`src/rtl/data_memory_param.sv`:
```
// data_memory_param: DEPTH x DATA_W data memory with a hardware clear sequencer that fills every word with INIT_VAL after reset.
// Latency: reads are registered (R_data/R_valid one cycle after the request edge); writes commit at the request edge.
// Backpressure: none; requests arriving while busy=1 are silently dropped. Macro DMEM_BYPASS_EN selects write-first same-address collisions.
module data_memory_param #(
   parameter int                DATA_W   = 4,
   parameter int                ADDR_W   = 4,
   parameter int                DEPTH    = 16,
   parameter logic [DATA_W-1:0] INIT_VAL = '0
) (
   input  logic              clk,
   input  logic              reset,
   input  logic              D_rd,
   input  logic              D_wr,
   input  logic [ADDR_W-1:0] D_addr,
   input  logic [DATA_W-1:0] W_data,
   output logic [DATA_W-1:0] R_data,
   output logic              R_valid,
   output logic              busy
);

   // One extra bit so DEPTH == 2**ADDR_W is representable in the bound check.
   localparam logic [ADDR_W:0]   DEPTH_EXT = (ADDR_W + 1)'(DEPTH);
   localparam logic [ADDR_W-1:0] LAST_IDX  = ADDR_W'(DEPTH - 1);

   typedef enum logic {
      ST_CLEAR = 1'b0,
      ST_IDLE  = 1'b1
   } state_t;

   state_t            state;
   state_t            state_nxt;
   logic [ADDR_W-1:0] clr_idx;
   logic [ADDR_W-1:0] clr_idx_nxt;

   logic [DATA_W-1:0] mem [0:DEPTH-1];

   logic              addr_in_range;
   logic              mem_we;
   logic [ADDR_W-1:0] mem_waddr;
   logic [DATA_W-1:0] mem_wdata;
   logic              rd_accept;
   logic [DATA_W-1:0] rd_word;

   assign addr_in_range = ({1'b0, D_addr} < DEPTH_EXT);

   // State and clear-index registers; reset restarts the fill from word 0.
   always_ff @(posedge clk) begin
      if (reset) begin
         state   <= ST_CLEAR;
         clr_idx <= '0;
      end else begin
         state   <= state_nxt;
         clr_idx <= clr_idx_nxt;
      end
   end

   // Next-state logic and the single write-port mux shared by the clear fill and datapath writes.
   always_comb begin
      state_nxt   = state;
      clr_idx_nxt = clr_idx;
      mem_we      = 1'b0;
      mem_waddr   = clr_idx;
      mem_wdata   = INIT_VAL;
      rd_accept   = 1'b0;
      busy        = 1'b0;
      case (state)
         ST_CLEAR: begin
            busy   = 1'b1;
            mem_we = 1'b1;
            if (clr_idx == LAST_IDX) begin
               state_nxt   = ST_IDLE;
               clr_idx_nxt = '0;
            end else begin
               clr_idx_nxt = clr_idx + ADDR_W'(1);
            end
         end
         ST_IDLE: begin
            rd_accept = D_rd;
            // Out-of-range writes are dropped rather than aliased onto a real word.
            if (D_wr && addr_in_range) begin
               mem_we    = 1'b1;
               mem_waddr = D_addr;
               mem_wdata = W_data;
            end
         end
         default: begin
            state_nxt = ST_CLEAR;
         end
      endcase
   end

   // Memory array write; suppressed on a reset edge so reset never disturbs stored data.
   always_ff @(posedge clk) begin
      if (mem_we && !reset) begin
         mem[mem_waddr] <= mem_wdata;
      end
   end

   // Read-data selection: out-of-range reads return zero; same-address collision policy is build-selected.
   always_comb begin
      rd_word = '0;
      if (addr_in_range) begin
`ifdef DMEM_BYPASS_EN
         if (D_wr) begin
            rd_word = W_data;
         end else begin
            rd_word = mem[D_addr];
         end
`else
         rd_word = mem[D_addr];
`endif
      end
   end

   // Registered read port: R_valid pulses per accepted read, R_data holds between reads.
   always_ff @(posedge clk) begin
      if (reset) begin
         R_data  <= '0;
         R_valid <= 1'b0;
      end else begin
         R_valid <= rd_accept;
         if (rd_accept) begin
            R_data <= rd_word;
         end
      end
   end

endmodule

```
`config.mk`:
```
export PLATFORM = sky130hd
export DESIGN_NAME = data_memory_param
export DESIGN_NICKNAME = d
export VERILOG_FILES = /design/src/rtl/data_memory_param.sv
export SDC_FILE = /design/constraint.sdc
export NUM_CORES = 1
export LEC_CHECK = 0
export CELL_PAD_IN_SITES_DETAIL_PLACEMENT = 0
export CELL_PAD_IN_SITES_GLOBAL_PLACEMENT = 1
export CORE_ASPECT_RATIO = 1.75
export CORE_MARGIN = 1
export CORE_UTILIZATION = 35
export CTS_BUF_LIST = sky130_fd_sc_hd__clkbuf_16
export DETAILED_ROUTE_END_ITERATION = 10
export HOLD_SLACK_MARGIN = 0.1
export PLACE_DENSITY_LB_ADDON = 0.1
export SLEW_MARGIN = 0
export SYNTH_ARGS = -nofsm -noshare
export SYNTH_HDL_FRONTEND = slang
export SYNTH_SLANG_ARGS = --single-unit
```
`constraint.sdc`:
```
create_clock -name clk -period 1.69 [get_ports clk]
set_clock_uncertainty 0.1 [all_clocks]
set_input_delay 0.338 -clock clk [delete_from_list [all_inputs] [get_ports clk]]
set_output_delay 0.338 -clock clk [all_outputs]
set_load 0.01 [all_outputs]
```
==> results.toml <==
[critical_path]
cp_max_fo = 5
worstPathBufferInverterCount = 1
crit_path_start_kind = "flop"
cp_top_family = "simple AND/OR/NAND/NOR gates"
cp-end-kind = "flop"
max_stage_delay_ns = 0.36
path_cells = "or2_2, a21oi_4, nand2_4, nor2_4, buf_6"
cp.required_ns = 1.63
crit_slowest_cell = "dfxtp_4"
crit_arrival_ns = 1.57
criticalPathCategory = "reg2reg"

[clocking]
clkTransAtPathRegs_ns = 0.05
clk_latency_ns = 0.32
numCtsBuffers = 9
cts.sinks = 74
cts_tree = "done"
cts_buffer_depth = 2
cts_root_buffer = "clkbuf_16"
cts-htree-levels = 3

[sta]
whs_ns = 0.399
period_needed_ns = 1.64
final_hold_viol_count = 0
clock.fmax_mhz = 610
finalSetupViolCount = 0
max_slew_margin_pct = 56.9
fin_crit_sh_pct = 97.0
worst-slew-pin-transition_ns = 0.646
slew_violations = 0

[logic_synthesis]
synth_nets = 191
ys_warn_count = 0
syn_area_um2 = 3030
synth_edf_count = 64
async_reset_ff_share_pct = 0
ys_ff_latch = 74
synthTopCellsByArea = "edfxtp_1, mux4_1, dfxtp_1"
synth_top_cell_area_share_pct = 63.4
synth_seq_area_share_pct = 70.0
synth_flop_cell = "edfxtp_1"
yosysTopAreaCell = "edfxtp_1"
syn_inst = 178
synth.distinct_cells = 30
avgSynthCellArea_um2 = 17.0

[detailed_routing]
vias = 1689
met1_length_mm = 2.33
wl_met3_um = 164
wl_mm = 6.32
initialDrtViolationCount = 63
highest_layer = "met4"
drc = 0
wl_met2_mm = 3.67
routed_via_density = 4.73
drt_pass1_iterations = 4
avgRoutedWirePerCell_um = 17.7
ant_nets = 0

[global_route]
grtUsageTotal_pct = 15.6
antenna_found_initial = 0
grt_remaining_overflow = 0
grt_pass1_wl_mm = 9.94
grt_start_max_net_pins = 17
grt_pass1_vias = 1871

[floorplanning]
start_util_pct = 36.2
die_h_um = 125
dieArea_um2 = 9060
die_w_um = 72.4
core-area_um2 = 8370
ios = 18
rows = 44

[outcome]
outcome = "finished, final reports clean"

[place]
hpwl_mm = 4.79
gp_congestion = 0.785
numPortBuffers = 17

[cells_and_area]
fin_nets = 250
utilization_pct = 47.2
syn_to_final_growth_pct = 30.3
drive_above_1_share_pct = 36.4
n_antenna_cell = 0

[hold_path]
min-delay-path-class = "reg2reg"

[power]
power_mw = 3.83
vdd_drop_max_uv = 613
p_per_area_nw_per_um2 = 969
cellLeakagePower_nw = 1.49

[job]
maxCapViolations = 0
==> final timing paths <==
kind,start,end,slack (ns),cells past startpoint
setup / recovery,state$_SDFF_PP0_,mem[2][3]$_DFFE_PP_,0.05,5
hold / removal,R_data[1]$_SDFFE_PP0P_,R_data[1]$_SDFFE_PP0P_,0.40,2
setup reg to reg,state$_SDFF_PP0_,mem[2][3]$_DFFE_PP_,0.05,5
hold reg to reg,R_data[1]$_SDFFE_PP0P_,R_data[1]$_SDFFE_PP0P_,0.40,2
==> cell usage in the layout (no fill, tap or decap), drive strengths merged, types with 2 or more instances in the layout <==
master	netlist	routed
o21ai	5	5
dlymetal6s2s	0	3
buf	5	39
a31oi	4	4
mux2i	7	7
clkinv	0	5
clkbuf	3	10
nand3	2	2
and3	4	4
a21oi	5	5
mux4	16	16
dfxtp	10	10
clkdlybuf4s50	0	11
a22oi	4	4
inv	3	5
mux2	5	5
nor3b	3	3
nand2	7	7
edfxtp	64	64
nor2	22	22
==> state kept, by name, summed over array words and instances, names as in the netlist <==
signal / flops
state: 1
R_valid: 1
clr_idx: 4
R_data: 4
mem: 64
==> routing by layer <==
metal	track usage [%]	vias up
met3	3.30	11
met4	7.38	0
li1	-	822
met2	29.6	34
met1	15.4	822
met5	0	-
==> cell type report <==
type	count	area, um^2
multi-input combinational	93	926
inverter	3	11.3
fill	764	4420
clock inverter	7	28.8
tap	115	144
sequential	74	2130
timing repair buffer	56	490
clock buffer	9	225
==> report_power, final <==
group / internal [mW] / switching (mW) / total [mW]
Clock: 0.958 / 0.620 / 1.58
Sequential: 1.98 / 0.0110 / 2.00
Combinational: 0.136 / 0.119 / 0.255
==> cell usage after synthesis (2+ instances only) <==
| master | count |
|---|---|
| edfxtp_1 | 64 |
| nor2_1 | 22 |
| dfxtp_1 | 10 |
| mux4_1 | 8 |
| mux4_2 | 8 |
| mux2i_1 | 7 |
| nand2_1 | 7 |
| a21oi_1 | 5 |
| mux2_2 | 5 |
| a22oi_1 | 4 |
| a31oi_1 | 4 |
| and3_1 | 4 |
| o21ai_0 | 4 |
| buf_2 | 3 |
| clkbuf_1 | 3 |
| inv_1 | 3 |
| nor3b_1 | 3 |
| nand3_1 | 2 |
==> worst min-delay path: cells and delay by family (launching register included) <==
kind,cells,cell delay [ns]
DFF,1,0.33
AOI/OAI and AO/OA,2,0.13
==> metrics by stage <==
stage / area (um^2) / worst slack (ns) / setup TNS, ns / std cells
4_1_cts: 3860 / -0.0686 / -1.96 / 357
5_1_grt: 3950 / -0.0104 / -0.0422 / 357
6_report: 3950 / 0.0515 / 0 / 357
3_3_place_gp: 3600 / -0.641 / -51.66 / 341
3_5_place_dp: 3600 / -0.659 / -54.70 / 341
2_1_floorplan: 3040 / -0.0435 / -1.68 / 178
==> cells by family (layout without fill, tap and decap cells) <==
logic type               Yosys count  in the layout  synth area share (%)
AO/OA/AOI/OAI                     19             19                  3.75
XOR/XNOR                           1              1                 0.289
adder cells (fa/ha/maj)            1              1                 0.412
buffers and inverters             11             75                  1.73
flip-flops                        74             74                  70.0
multiplexers                      28             28                  17.0
AND/OR/NAND/NOR                   44             44                  6.81
==> repair_timing <==
item | in CTS | in global routing
pin swaps | 1 | 8
hold endpoints to repair | 0 | 0
hold buffers | 0 | 0
endpoints found under the setup margin | 69 | 99
buffers inserted | 0 | 0
gates resized for setup | 20 | 30
Note: power is estimated with default switching activity, not from simulation.
